### src/rtl/seven_seg_scanner.sv
// Time-multiplexed scan controller for common-anode seven-segment digits sharing one decoder.
// Guard gap between dwells, leading-zero suppression, per-digit blink, frame-aligned loads.
module seven_seg_scanner #(
    parameter int unsigned NUM_DIGITS   = 4,
    parameter int unsigned DWELL_CYCLES = 50000,
    parameter int unsigned GUARD_CYCLES = 500,
    parameter int unsigned BLINK_FRAMES = 64
) (
    input  logic                    clk,
    input  logic                    rst_n,
    input  logic [4*NUM_DIGITS-1:0] digits_in,
    input  logic                    load,
    output logic                    load_ack,
    input  logic [NUM_DIGITS-1:0]   blink_mask,
    input  logic                    blank_lz,
    output logic [3:0]              nibble_out,
    output logic                    blank_out,
    output logic [NUM_DIGITS-1:0]   digit_en_n,
    output logic                    frame_start
);
    localparam int unsigned MAX_LEN = (DWELL_CYCLES > GUARD_CYCLES) ? DWELL_CYCLES : GUARD_CYCLES;
    localparam int unsigned SLOT_W  = (MAX_LEN > 1) ? $clog2(MAX_LEN) : 1;
    localparam int unsigned IDX_W   = (NUM_DIGITS > 1) ? $clog2(NUM_DIGITS) : 1;
    localparam int unsigned FRM_W   = (BLINK_FRAMES > 1) ? $clog2(BLINK_FRAMES) : 1;
    localparam int unsigned DW      = 4 * NUM_DIGITS;

    localparam logic [SLOT_W-1:0] GUARD_LAST = SLOT_W'(GUARD_CYCLES - 1);
    localparam logic [SLOT_W-1:0] DWELL_LAST = SLOT_W'(DWELL_CYCLES - 1);
    localparam logic [IDX_W-1:0]  IDX_LAST   = IDX_W'(NUM_DIGITS - 1);
    localparam logic [FRM_W-1:0]  FRM_LAST   = FRM_W'(BLINK_FRAMES - 1);

    typedef enum logic {StGuard, StDrive} state_e;

    state_e              state_q, state_d;
    logic [IDX_W-1:0]    idx_q, idx_d;
    logic [SLOT_W-1:0]   slot_q, slot_d;
    logic [FRM_W-1:0]    frame_q, frame_d;
    logic                blink_phase_q, blink_phase_d;
    logic [DW-1:0]       shadow_q, shadow_d;
    logic [DW-1:0]       staging_q, staging_d;
    logic                pending_q, pending_d;

    logic                load_ack_d, frame_start_d, blank_out_d;
    logic [3:0]          nibble_out_d;
    logic [NUM_DIGITS-1:0] digit_en_n_d;

    logic                slot_end, boundary;
    logic [NUM_DIGITS-1:0] lz_blank;
    logic                all_zero, mask_bit, lz_bit;

    // State register; outputs are registered from the next-state view so they match state_q.
    always_ff @(posedge clk) begin
        if (!rst_n) begin
            state_q       <= StGuard;
            idx_q         <= '0;
            slot_q        <= '0;
            frame_q       <= '0;
            blink_phase_q <= 1'b0;
            shadow_q      <= '0;
            staging_q     <= '0;
            pending_q     <= 1'b0;
            load_ack      <= 1'b0;
            frame_start   <= 1'b0;
            blank_out     <= 1'b1;
            nibble_out    <= 4'h0;
            digit_en_n    <= '1;
        end else begin
            state_q       <= state_d;
            idx_q         <= idx_d;
            slot_q        <= slot_d;
            frame_q       <= frame_d;
            blink_phase_q <= blink_phase_d;
            shadow_q      <= shadow_d;
            staging_q     <= staging_d;
            pending_q     <= pending_d;
            load_ack      <= load_ack_d;
            frame_start   <= frame_start_d;
            blank_out     <= blank_out_d;
            nibble_out    <= nibble_out_d;
            digit_en_n    <= digit_en_n_d;
        end
    end

    // Next-state logic: scan sequencing, frame counting and the load handshake.
    always_comb begin
        slot_end = (state_q == StGuard) ? (slot_q == GUARD_LAST) : (slot_q == DWELL_LAST);
        boundary = (state_q == StDrive) && slot_end && (idx_q == IDX_LAST);

        state_d = state_q;
        idx_d   = idx_q;
        slot_d  = slot_q + 1'b1;
        if (slot_end) begin
            slot_d = '0;
            if (state_q == StGuard) begin
                state_d = StDrive;
            end else begin
                state_d = StGuard;
                idx_d   = (idx_q == IDX_LAST) ? '0 : idx_q + 1'b1;
            end
        end

        frame_d       = frame_q;
        blink_phase_d = blink_phase_q;
        shadow_d      = shadow_q;
        staging_d     = staging_q;
        pending_d     = pending_q;
        if (boundary) begin
            if (frame_q == FRM_LAST) begin
                frame_d       = '0;
                blink_phase_d = ~blink_phase_q;
            end else begin
                frame_d = frame_q + 1'b1;
            end
            if (pending_q) begin
                shadow_d  = staging_q;
                pending_d = 1'b0;
            end
        end
        // A load coinciding with a commit is staged for the following frame.
        if (load) begin
            staging_d = digits_in;
            pending_d = 1'b1;
        end
    end

    // Output logic, evaluated on the state being entered.
    always_comb begin
        all_zero = 1'b1;
        lz_blank = '0;
        for (int i = NUM_DIGITS - 1; i >= 0; i--) begin
            all_zero    = all_zero & (shadow_d[4*i +: 4] == 4'h0);
            lz_blank[i] = blank_lz & all_zero & (i != 0);
        end

        nibble_out_d = 4'h0;
        mask_bit     = 1'b0;
        lz_bit       = 1'b0;
        digit_en_n_d = '1;
        for (int i = 0; i < NUM_DIGITS; i++) begin
            if (idx_d == IDX_W'(i)) begin
                nibble_out_d = shadow_d[4*i +: 4];
                mask_bit     = blink_mask[i];
                lz_bit       = lz_blank[i];
                if (state_d == StDrive) begin
                    digit_en_n_d[i] = 1'b0;
                end
            end
        end

        blank_out_d   = (state_d == StGuard) ? 1'b1 : (lz_bit | (blink_phase_d & mask_bit));
        frame_start_d = boundary;
        load_ack_d    = boundary & pending_q;
    end

endmodule

### config.mk
export PLATFORM = sky130hd
export DESIGN_NAME = seven_seg_scanner
export DESIGN_NICKNAME = d
export VERILOG_FILES = /design/src/rtl/seven_seg_scanner.sv
export SDC_FILE = /design/constraint.sdc
export NUM_CORES = 1
export LEC_CHECK = 0
export ABC_AREA = 1
export CAP_MARGIN = 30
export CORE_ASPECT_RATIO = 0.7
export CORE_MARGIN = 4
export CORE_UTILIZATION = 35
export CTS_BUF_LIST = sky130_fd_sc_hd__clkbuf_4 sky130_fd_sc_hd__clkbuf_8
export DETAILED_ROUTE_END_ITERATION = 7
export GPL_TIMING_DRIVEN = 0
export SYNTH_ARGS = -nofsm -noshare
export SYNTH_HDL_FRONTEND = slang
export SYNTH_SLANG_ARGS = --single-unit
### constraint.sdc
create_clock -name clk -period 7.45 [get_ports clk]
set_input_delay 0.745 -clock clk [delete_from_list [all_inputs] [get_ports clk]]
set_output_delay 0.745 -clock clk [all_outputs]
set_load 0.005 [all_outputs]
## Word-level counts from Yosys, hierarchy flattened

Index checks and enable logic that the tools add are counted.

- Register bits after elaboration: 70
- Output and inout port bits: 11

- Reduce and logical (&&, ||, !) cells: 13
- Muxes and demuxes: 25
- Bitwise logic cells: 10
- Add/subtract/negate cells: 3
- Equal/unequal tests: 7

Operator list:

| cell | number |
|---|---|
| $mux W16 | 2 |
| $add A16 B1 Y16 const B | 1 |
| $eq A16 B16 Y1 const B | 1 |
| $eq A16 B9 Y1 const B | 1 |
| $mux W4 | 4 |
| $mux W1 | 15 |
| $logic_not A4 Y1 | 3 |
| $reduce_and A2 Y1 | 5 |
| $and A1 B1 Y1 | 7 |
| $add A6 B1 Y6 const B | 1 |
| $eq A2 B2 Y1 const B | 3 |
| $eq A6 B6 Y1 const B | 1 |
| $mux W2 | 3 |
| $mux W6 | 1 |
| $add A2 B1 Y2 const B | 1 |
| $eq A2 B1 Y1 const B | 1 |
| $logic_and A1 B1 Y1 | 2 |
| $logic_not A2 Y1 | 1 |
| $not A1 Y1 | 2 |
| $reduce_bool A2 Y1 | 1 |
| $reduce_or A2 Y1 | 1 |
| $or A1 B1 Y1 | 1 |

## Longest topological paths before layout

- Depth after elaboration: 13
- Depth in mapped cells: 19
- Mapped depth without buffers: 18

## Worst setup path before layout

No wires, ideal clock.

- Path kind: register to register
- From: register slot_q[0]
- To: register nibble_out[2]
- Cell stages (with the launch flop): 18
- Setup slack: 5.083 ns
- Arrival: 2.251 ns
- Cell sequence: dfxtp_1 > ha_1 > nand2_1 > nor2_1 > nand2_1 > nor2_4 > nand2_2 > inv_1 > ha_1 > nand2_2 > inv_2 > nand2_1 > buf_2 > buf_2 > mux2i_1 > a21oi_1 > nor3_1 > nor2_1

- Cells in the longest elaborated chain, start to end: 9

RTL lines:

| what | line | source |
|---|---|---|
| start, declared | 36 | `logic [SLOT_W-1:0] slot_q, slot_d;` |
| start signal, assigned | 70 | `slot_q <= slot_d;` |
| $eq A16 B9 Y1 / $eq A16 B16 Y1 (equally long branches) | 86 | `slot_end = (state_q == StGuard) ? (slot_q == GUARD_LAST) : (slot_q == DWELL_LAST);` |
| $mux W1 (*) | 86 |  |
| $logic_and A1 B1 Y1 (2 in series) | 87 | `boundary = (state_q == StDrive) && slot_end && (idx_q == IDX_LAST);` |
| $mux W16 | 107 | `if (boundary) begin` |
| $mux W4 (3 in series) | 140 | `if (idx_d == IDX_W'(i)) begin` |
| $mux W4 (*) | 140 |  |
| end signal, assigned | 79 | `nibble_out <= nibble_out_d;` |
| end, declared | 16 | `output logic [3:0] nibble_out,` |

Mark *: on every way between the ends. The rest lies on a longest branch, timed or not.
A chain may end at the register's enable or synchronous reset.

## Worst setup path after layout

Ends and elaborated chain as after synthesis.

==> results.cfg <==
[final_layout]
final_nets = 473
n_antenna_cell = 0
final_cells = 570
final_common_cell = nor2_1
areaGrowthSynthToFinish_pct = 24.3
finish.utilization_pct = 44.7
layout_common_cells = nor2_1, dfxtp_1, nand2_1
drive_above_1_share_pct = 12.2

[critical_path]
crit_required_ns = 7.69
slowest_stage = dfxtp_1
crit_type = reg -> reg
endpoint_kind = flop
critPathArrivalTime_ns = 3.18
crit_path_max_incr_delay_ns = 0.38
critPathMaxFanout = 10
path_common_cell = nand2_1
critical_path.cell_chain = ha_1, nand2_1, nor2_1, nand2_1, nor2_4, nand2_2, inv_1, ha_1, nand2_2, inv_2, nand2_1, buf_2, buf_2, mux2i_1, a21oi_1, nor3_1, nor2_1
start_kind = flop

[synthesis]
synth_top_family_by_area = simple AND/OR/NAND/NOR gates
netlist_instances = 400
syn_avg_cell_area_um2 = 7.58
synth_xor_area_share_pct = 1.44
seq_area_frac_synth_pct = 46.2
syn_nets = 428
yosysTopAreaCellShare_pct = 46.2
synth-simple-area-share_pct = 31.9
ys_types = 39
synthMuxAreaShare_pct = 1.32
ys_warn_count = 0
synth.largest_area_cell = dfxtp_1
synthTopCellsByArea = dfxtp_1, nor2_1, nand2_1
synth-compound-area-share_pct = 9.41
netlist_area_um2 = 3030
synth_seq_cells = 70
yosys.area_share.adder_pct = 1.65

[detailed_routing]
via_per_inst = 4.47
vias = 2549
dr.pass1.iters = 4
drt_wl_total_um = 6560
routedWlPerCell_um = 11.5
drcViolationCount = 0
antenna_left = 0
dr.first_iter.drc_count = 167

[sta]
setup_violations = 0
slew-limit-headroom_pct = 65.0
slew_violations = 0
hold_ws_ns = 0.465
skew_ns = 0.00919
finalCritPeriodShare_pct = 39.5
rsz0062_at_grt = no
fin_crit_ns = 2.94
fmax_mhz = 340
final.setup.tns_ns = 0
hold_violations = 0
worst_pin_slew_ns = 0.525

[grt]
antenna_found_initial = 0
grt_pass1_wl_um = 11000
track_usage_pct = 13.7
grt_pass1_vias = 2314
grt_max_degree = 13
grt_overflow_total = 0

[place]
place_inst = 554
gp_congestion = 0.855
port_buffers = 34
dpl.hpwl_um = 5010

[cts]
cts_buffers = 9
hold_buffers = 0
cts.path.max_buffers = 2
cts.sinks = 70
cts_tree = yes
clkTransAtPathRegs_ns = 0.07
htreeDepth = 3
post_cts_resized = 0
post_cts_buffers = 0
clock-root-buffer = clkbuf_8
clock_latency_ns = 0.35

[die]
die-area_um2 = 10200
initial_utilization_pct = 35.9
ios = 35
fp-row-count = 28
core_um2 = 8440
die_w_um = 119
dieHeight_um = 85.9

[run]
maxCapViolCount = 0

[status]
status = complete, no violations

[hold_path]
hp-class = reg -> reg

[power]
power_leakage_nw = 1.61
pwr_density_cell_nw_per_um2 = 210
ir_worst_vdd_v = 0.000109
flip-flops by register name, summed over array words and instances (netlist names):
name,flops
nibble_out,4
frame_q,6
frame_start,1
digit_en_n,4
staging_q,16
slot_q,16
pending_q,1
idx_q,2
shadow_q,16
blank_out,1
state_q,1
load_ack,1
blink_phase_q,1
worst max-delay path: cells and delay by family (launching register included):
kind                       cells  cell delay (ns)
AOI/OAI and AO/OA              1             0.10
muxes                          1             0.26
adders and majority gates      2             0.41
and+or+nand+nor                9             1.11
DFF                            1             0.38
buffers and inverters          4             0.56
area by class of cell:
class,instances,area [µm²]
fillers,864,4670
flip-flops and latches,70,1400
multi-input cells,272,1390
repair buffers,34,340
inverters,46,181
well taps,120,150
clock buffers,10,138
clock inverters,6,109
plain buffers,12,63.8
metrics by stage:
stage	power [mW]	instance area, µm²	setup WS, ns
6_report	0.793	3770	4.51
4_1_cts	0.805	3770	4.53
5_1_grt	0.825	3770	4.24
3_5_place_dp	0.430	3520	4.53
2_1_floorplan	0.410	3030	5.08
3_3_place_gp	0.429	3520	4.54
cell families after synthesis:
| family | Yosys count |
|---|---|
| xor gates and xnor gates | 5 |
| DFF | 70 |
| AOI/OAI and AO/OA | 55 |
| buffers and inverters | 58 |
| adders and majority gates | 4 |
| muxes | 4 |
| and+or+nand+nor | 204 |
Yosys cell counts:
| cell | instances |
|---|---|
| inv_4 | 1 |
| inv_1 | 39 |
| nor3b_1 | 3 |
| mux2i_1 | 4 |
| nand2_1 | 56 |
| ha_1 | 4 |
| o21ai_0 | 29 |
| nor2_2 | 3 |
| a31oi_1 | 2 |
| xor2_1 | 3 |
| clkinv_1 | 1 |
| inv_2 | 3 |
| a21oi_1 | 15 |
| nand3_2 | 2 |
| o21a_1 | 1 |
| and3_1 | 2 |
| buf_1 | 1 |
| buf_6 | 2 |
| or2_2 | 2 |
| buf_2 | 3 |
| o21ai_1 | 6 |
| nand2_2 | 11 |
| xnor2_1 | 2 |
| nor3_2 | 1 |
| clkbuf_1 | 6 |
| nand3b_1 | 1 |
| nor2_1 | 84 |
| dfxtp_1 | 70 |
| or2_0 | 2 |
| inv_6 | 1 |
| nand4_2 | 1 |
| nor3_4 | 1 |
| o21bai_1 | 2 |
| nand2_4 | 5 |
| nand4_1 | 7 |
| clkinv_2 | 1 |
| nand3_1 | 13 |
| nor2_4 | 2 |
| nor3_1 | 8 |
routing by layer:
| metal | GRT usage (%) | up-vias | wire (µm) |
|---|---|---|---|
| met1 | 20.0 | 1152 | 3650 |
| met2 | 18.6 | 33 | 2520 |
| met5 | 0 | - | 0 |
| met4 | 3.79 | 0 | 78 |
| met3 | 5.21 | 8 | 313 |
| li1 | - | 1356 | - |
final timing paths:
path	from	end	slack [ns]	cells after the start
setup / recovery	slot_q[0]	nibble_out[2]	4.51	17
hold / removal	pending_q	pending_q	0.46	2
setup reg to reg	slot_q[0]	nibble_out[2]	4.51	17
hold reg to reg	pending_q	pending_q	0.46	2
power breakdown:
part | internal [mW] | switching [mW] | leakage [nW]
sequential | 0.382 | 0.00451 | 0.569
clock | 0.231 | 0.142 | 0.126
combinational | 0.0174 | 0.0173 | 0.918
Power figures use the tool's default switching activity.
